`src/rtl/dp_ram_stream_rd_pkg.sv`:
```
// Shared types and helpers for the dp_ram_stream_rd burst read engine.
package dp_ram_stream_rd_pkg;

   typedef enum logic [1:0] {
      ST_IDLE   = 2'd0,
      ST_ISSUE  = 2'd1,
      ST_DRAIN  = 2'd2,
      ST_FINISH = 2'd3
   } state_t;

   // Read latency of the attached RAM as seen from the address register.
   function automatic int rd_lat(input int out_regs);
      return 1 + out_regs;
   endfunction

endpackage

```
`src/rtl/dp_ram_stream_rd_fifo_buf.sv`:
```
// Small registered FIFO holding {last, data} words returned by the RAM.
module fifo_buf #(
   parameter int W     = 33,
   parameter int DEPTH = 3,
   localparam int PW   = (DEPTH > 1) ? $clog2(DEPTH) : 1,
   localparam int OW   = $clog2(DEPTH + 1)
) (
   input  logic          clk_i,
   input  logic          rst_ni,
   input  logic          push_i,
   input  logic [W-1:0]  din_i,
   input  logic          pop_i,
   output logic [W-1:0]  dout_o,
   output logic          full_o,
   output logic          empty_o,
   output logic [OW-1:0] occ_o
);

   logic [DEPTH-1:0][W-1:0] mem_q;
   logic [PW-1:0]           wr_ptr_q, rd_ptr_q;
   logic [OW-1:0]           occ_q;

   // DEPTH is usually not a power of two, so pointers wrap explicitly.
   function automatic logic [PW-1:0] ptr_inc(input logic [PW-1:0] p);
      return (p == PW'(DEPTH - 1)) ? '0 : p + 1'b1;
   endfunction

   always_ff @(posedge clk_i or negedge rst_ni) begin
      if (!rst_ni) begin
         mem_q    <= '0;
         wr_ptr_q <= '0;
         rd_ptr_q <= '0;
         occ_q    <= '0;
      end else begin
         if (push_i) begin
            mem_q[wr_ptr_q] <= din_i;
            wr_ptr_q        <= ptr_inc(wr_ptr_q);
         end
         if (pop_i) begin
            rd_ptr_q <= ptr_inc(rd_ptr_q);
         end
         occ_q <= occ_q + OW'(push_i) - OW'(pop_i);
      end
   end

   assign dout_o  = mem_q[rd_ptr_q];
   assign full_o  = (occ_q == OW'(DEPTH));
   assign empty_o = (occ_q == '0);
   assign occ_o   = occ_q;

endmodule

```
`src/rtl/dp_ram_stream_rd.sv`:
```
// Burst reader for one sync_dp_ram port: issues LEN wrapped reads from BASE and
// returns them as a valid/ready stream, buffering the RAM latency with credits.
module dp_ram_stream_rd
   import dp_ram_stream_rd_pkg::*;
#(
   parameter int ADDR_WIDTH = 10,
   parameter int DATA_DEPTH = 1024,
   parameter int DATA_WIDTH = 32,
   parameter int OUT_REGS   = 0,
   parameter int LEN_WIDTH  = 16
) (
   input  logic                  Clk_CI,
   input  logic                  Rst_RBI,
   input  logic                  Start_SI,
   input  logic [ADDR_WIDTH-1:0] BaseAddr_DI,
   input  logic [LEN_WIDTH-1:0]  Len_DI,
   output logic                  Busy_SO,
   output logic                  Done_SO,
   output logic                  CSel_SO,
   output logic [ADDR_WIDTH-1:0] Addr_DO,
   input  logic [DATA_WIDTH-1:0] RdData_DI,
   output logic                  Valid_SO,
   input  logic                  Ready_SI,
   output logic [DATA_WIDTH-1:0] Data_DO,
   output logic                  Last_SO
);

   localparam int RD_LAT    = rd_lat(OUT_REGS);
   localparam int BUF_DEPTH = RD_LAT + 2;
   localparam int OW        = $clog2(BUF_DEPTH + 1);
   localparam int CW        = OW + 1;

   state_t                state_q, state_d;
   logic [ADDR_WIDTH-1:0] addr_q, addr_d;
   logic [LEN_WIDTH-1:0]  len_q, len_d, issued_q, issued_d;
   logic [RD_LAT-1:0]     trk_q, trk_last_q;
   logic [OW-1:0]         occ;
   logic [CW-1:0]         infl;
   logic                  issue, pop, full, empty, last_out;
   logic [DATA_WIDTH:0]   buf_dout;

   assign pop = !empty && Ready_SI;

   always_comb begin
      infl = '0;
      for (int i = 0; i < RD_LAT; i++) infl = infl + CW'(trk_q[i]);
   end

   // A pop this cycle frees its slot for this cycle's issue decision.
   assign issue = (state_q == ST_ISSUE) && (issued_q < len_q) &&
                  ((CW'(occ) + infl) < (CW'(BUF_DEPTH) + CW'(pop)));

   always_comb begin
      state_d  = state_q;
      addr_d   = addr_q;
      len_d    = len_q;
      issued_d = issued_q;
      case (state_q)
         ST_IDLE: begin
            if (Start_SI) begin
               if (Len_DI != '0) begin
                  addr_d   = BaseAddr_DI;
                  len_d    = Len_DI;
                  issued_d = '0;
                  state_d  = ST_ISSUE;
               end else begin
                  state_d  = ST_FINISH;
               end
            end
         end
         ST_ISSUE: begin
            if (issue) begin
               addr_d   = (addr_q == ADDR_WIDTH'(DATA_DEPTH - 1)) ? '0 : addr_q + 1'b1;
               issued_d = issued_q + 1'b1;
               if (issued_q + 1'b1 == len_q) state_d = ST_DRAIN;
            end
         end
         ST_DRAIN: begin
            if (pop && last_out) state_d = ST_FINISH;
         end
         default: state_d = ST_IDLE;
      endcase
   end

   always_ff @(posedge Clk_CI or negedge Rst_RBI) begin
      if (!Rst_RBI) begin
         state_q    <= ST_IDLE;
         addr_q     <= '0;
         len_q      <= '0;
         issued_q   <= '0;
         trk_q      <= '0;
         trk_last_q <= '0;
      end else begin
         state_q    <= state_d;
         addr_q     <= addr_d;
         len_q      <= len_d;
         issued_q   <= issued_d;
         trk_q      <= (trk_q << 1) | RD_LAT'(issue);
         trk_last_q <= (trk_last_q << 1) | RD_LAT'(issue && (issued_q == len_q - 1'b1));
      end
   end

   fifo_buf #(.W(DATA_WIDTH + 1), .DEPTH(BUF_DEPTH)) u_buf (
      .clk_i   (Clk_CI),
      .rst_ni  (Rst_RBI),
      .push_i  (trk_q[RD_LAT-1]),
      .din_i   ({trk_last_q[RD_LAT-1], RdData_DI}),
      .pop_i   (pop),
      .dout_o  (buf_dout),
      .full_o  (full),
      .empty_o (empty),
      .occ_o   (occ)
   );

   assign last_out = buf_dout[DATA_WIDTH];
   assign Busy_SO  = (state_q != ST_IDLE);
   assign Done_SO  = (state_q == ST_FINISH);
   assign CSel_SO  = issue;
   assign Addr_DO  = addr_q;
   assign Valid_SO = !empty;
   assign Data_DO  = buf_dout[DATA_WIDTH-1:0];
   assign Last_SO  = last_out && !empty;

   a_no_overflow: assert property (@(posedge Clk_CI) disable iff (!Rst_RBI)
      trk_q[RD_LAT-1] |-> !full);
   a_base_range: assert property (@(posedge Clk_CI) disable iff (!Rst_RBI)
      (state_q == ST_IDLE && Start_SI) |-> (int'(BaseAddr_DI) < DATA_DEPTH));

endmodule

```
`config.mk`:
```
export PLATFORM = sky130hd
export DESIGN_NAME = dp_ram_stream_rd
export DESIGN_NICKNAME = d
export VERILOG_FILES = /design/src/rtl/dp_ram_stream_rd_pkg.sv /design/src/rtl/dp_ram_stream_rd_fifo_buf.sv /design/src/rtl/dp_ram_stream_rd.sv
export SDC_FILE = /design/constraint.sdc
export NUM_CORES = 1
export LEC_CHECK = 0
export ABC_AREA = 1
export CAP_MARGIN = 0
export CORE_MARGIN = 2
export CORE_UTILIZATION = 50
export DETAILED_ROUTE_END_ITERATION = 12
export PLACE_DENSITY = 0.74
export SLEW_MARGIN = 30
export SYNTH_ARGS = -nofsm -noshare
export SYNTH_HDL_FRONTEND = slang
export SYNTH_SLANG_ARGS = --single-unit
```
`constraint.sdc`:
```
create_clock -name Clk_CI -period 2.3 [get_ports Clk_CI]
set_input_delay 0.23 -clock Clk_CI [delete_from_list [all_inputs] [get_ports Clk_CI]]
set_output_delay 0.23 -clock Clk_CI [all_outputs]
set_load 0.02 [all_outputs]
```
==> flow_summary.toml <==
[run_status]
status = "finished with violations"
violations = "setup timing"

[final_layout]
fin_util_pct = 68.8
antennaDiodeCount = 0
multiInputGateArea_mm2 = 0.00403
layout-drive-gt1-share_pct = 15.5
register_area_mm2 = 0.00378
areaGrowthSynthToFinish_pct = 33.9
fin_nets = 1310
nFillCells = 1293

[detailed_routing]
routed_wirelength_mm = 22.2
wl_per_cell_um = 15.3
initialDrtViolationCount = 593
num_vias = 7799
wl_met2_mm = 10.3
top_layer = "met4"
met1Wirelength_mm = 10.0
drt_pass1_iterations = 9
vias_per_cell = 5.39
post-route-drc-count = 0
ant_nets = 0
wl_met3_mm = 1.28

[critical_path]
worstPathArrival_ps = 2250
reg2reg_depth = 14
worstPathMaxFanout = 2
path_class = "reg -> out"
crit_family = "adder cells"
start_kind = "flip-flop"
crit_path_max_incr_delay_ps = 400
crit_path_top_delay_cell = "dfrtp_1"
critPathBufInv = 3
cp.required_ps = 2070
cp.depth = 9
cp_common_cell = "ha_2"
cp_cell_sequence = "ha_2 > ha_4 > ha_2 > a21o_1 > a31oi_1 > nand4_1 > buf_4 > inv_4 > buf_6"
endpoint_kind = "output pin"

[run]
drv_cap = 0

[global_routing]
grt_use_total_pct = 25.8
grt_overflow = 0
grt_pass1_vias = 7502
grt_first_pass_wirelength_mm = 36.5
grt_max_degree = 57
antenna_found_initial = 0

[timing]
relSlewSlack_pct = 64.8
fin_skew_ps = 9.12
rsz0062_at_grt = "yes"
fin_ws_ps = -183
tightest_slew_ps = 528
hold_violations = 0
fin_crit_ps = 2480
finalMaxSlewViolations = 0
max_freq_ghz = 0.403
timing.hold.ws_ps = 332
timing.final.crit_share_pct = 108
setup_viol = 29

[clock_tree]
numCtsBuffers = 17
cts_htree_levels = 4
root_buffer = "clkbuf_16"
cts.sinks = 151
clkTransAtPathRegs_ps = 60
clock_latency_ps = 430
clock_path_buffers = 2
cts_tree = "yes"

[floorplan]
ios = 109
die-area_mm2 = 0.0174
core_area_mm2 = 0.0159
dieHeight_um = 132
initial_utilization_pct = 51.4
core.rowCount = 46
die_w_um = 132

[power]
ir_worst_vdd_uv = 785
p_leak_uw = 0.00550
p_per_area_mw_per_mm2 = 1390

[synth]
async_flop_share_pct = 100
synth_cells = 1050
avgSynthCellArea_um2 = 7.80
ys_ff_latch = 151
yosysUniqueCellTypes = 34
ys_seq_area_share_pct = 46.1
synth_ff_type = "dfrtp_1"
synth_edf_count = 0
synth_nets = 1141
yosys_warnings = 0
syn_area_mm2 = 0.00819

[placed_design]
io_buffer_count = 108
dpl.hpwl_mm = 14.5
gp_congestion = 0.952

[min_path]
hold_path_class = "in -> async"
[synth_stat cells (all sizes together) (2+ instances only)]
cell / count / share of area (%)
xor2: 23 / 2.5
o21ai: 153 / 9.4
nand3: 81 / 5.0
o21bai: 4 / 0.41
a21oi: 19 / 1.2
nor4: 2 / 0.15
xnor2: 5 / 0.53
clkbuf: 41 / 1.9
buf: 4 / 0.34
o21a: 2 / 0.18
nor2: 65 / 3.6
nand2: 300 / 14
inv: 112 / 5.1
or2: 2 / 0.15
nor3: 5 / 0.31
nand4: 14 / 1.1
a22oi: 32 / 2.9
ha: 29 / 4.4
dfrtp: 151 / 46
[layout make-up]
| cell class | instances | area share (%) |
|---|---|---|
| multi-input cells | 741 | 36.7 |
| flip-flops and latches | 151 | 34.5 |
| repair buffers | 195 | 17.2 |
| clock buffers | 20 | 4.16 |
| inverters | 113 | 3.95 |
| well taps | 216 | 2.46 |
| clock inverters | 12 | 1.07 |
[where the power goes]
group	switching (uW)	total [uW]	internal, uW
Clock	1150	2710	1560
Combinational	4530	7910	3380
Sequential	753	4590	3830
[repair_timing]
| item | CTS | global route |
|---|---|---|
| pin swaps | 13 | 9 |
| resized for setup | 92 | 38 |
| endpoints found under the hold margin | 54 | 0 |
| gates cloned | 3 | 1 |
| setup endpoints to repair | 62 | 31 |
| hold buffers | 1 | 0 |
| setup buffers | 12 | 5 |
[worst paths after layout]
path / slack, ps / endpoint / from
setup / recovery: -180 / CSel_SO / trk_q
hold / removal: 330 / u_buf.mem_q[7] / Rst_RBI
setup reg to reg: -160 / issued_q[12] / trk_q
hold reg to reg: 480 / u_buf.mem_q[58] / u_buf.mem_q[58]
max in group asynchronous: 1260 / u_buf.rd_ptr_q[1] / Rst_RBI
min in group Clk_CI: 380 / len_q[6] / Len_DI[6]
[worst register-to-register path: stages (launching register included)]
cell,delay (ps)
dfrtp_1,400
ha_2,210
ha_4,210
ha_2,180
a21o_1,180
a31oi_1,140
nand4_1,150
buf_4,180
nand2_4,60
nand2_4,60
nor2_4,130
buf_12,160
buf_12,140
nand3_2,70
o21ai_1,90
[flip-flops by register name, indices dropped and copies added, names as in the netlist]
signal / cells
u_buf.mem_q: 99
issued_q: 16
len_q: 16
Addr_DO: 10
state_q: 2
u_buf.occ_o: 2
u_buf.rd_ptr_q: 2
u_buf.wr_ptr_q: 2
trk_last_q: 1
trk_q: 1
[layer usage]
layer	global-route usage [%]	up-vias
li1	-	3779
met1	34.6	3679
met2	41.3	287
met3	5.15	54
met4	10.0	0
met5	0	-
[per-stage QoR]
step / std cells / cell area [um2] / TNS [ps] / setup slack (ps) / power [uW]
2_1_floorplan: 1050 / 8190 / 0 / 91.3 / 8680
3_3_place_gp: 1399 / 9980 / -3190 / -188 / 11500
3_5_place_dp: 1399 / 9980 / -5300 / -243 / 11700
4_1_cts: 1447 / 10900 / -1090 / -89.7 / 15100
5_1_grt: 1448 / 11000 / -6340 / -281 / 16200
6_report: 1448 / 11000 / -3070 / -183 / 15200
[layout by cell type, fill, tap and decap left out, types with 9 or more instances in the layout]
master,count
a22oi_1,32
o21ai_1,13
nand3_1,70
nor2_1,51
nand2_2,13
a21oi_1,18
buf_4,66
xor2_1,23
o21ai_0,135
dfrtp_1,150
clkdlybuf4s50_1,73
nand4_1,14
ha_1,24
dlygate4sd2_1,32
nand3_2,10
nand2_1,280
clkbuf_16,18
nor2_4,11
inv_1,104
buf_12,9
[logic make-up after synthesis]
logic type / share of synthesized area, %
DFF: 46.1
xor gates and xnor gates: 3.00
buffers and inverters: 7.40
adders and majority gates: 4.43
and+or+nand+nor: 24.6
AOI/OAI and AO/OA: 14.4
(Power assumes the default switching activity.)
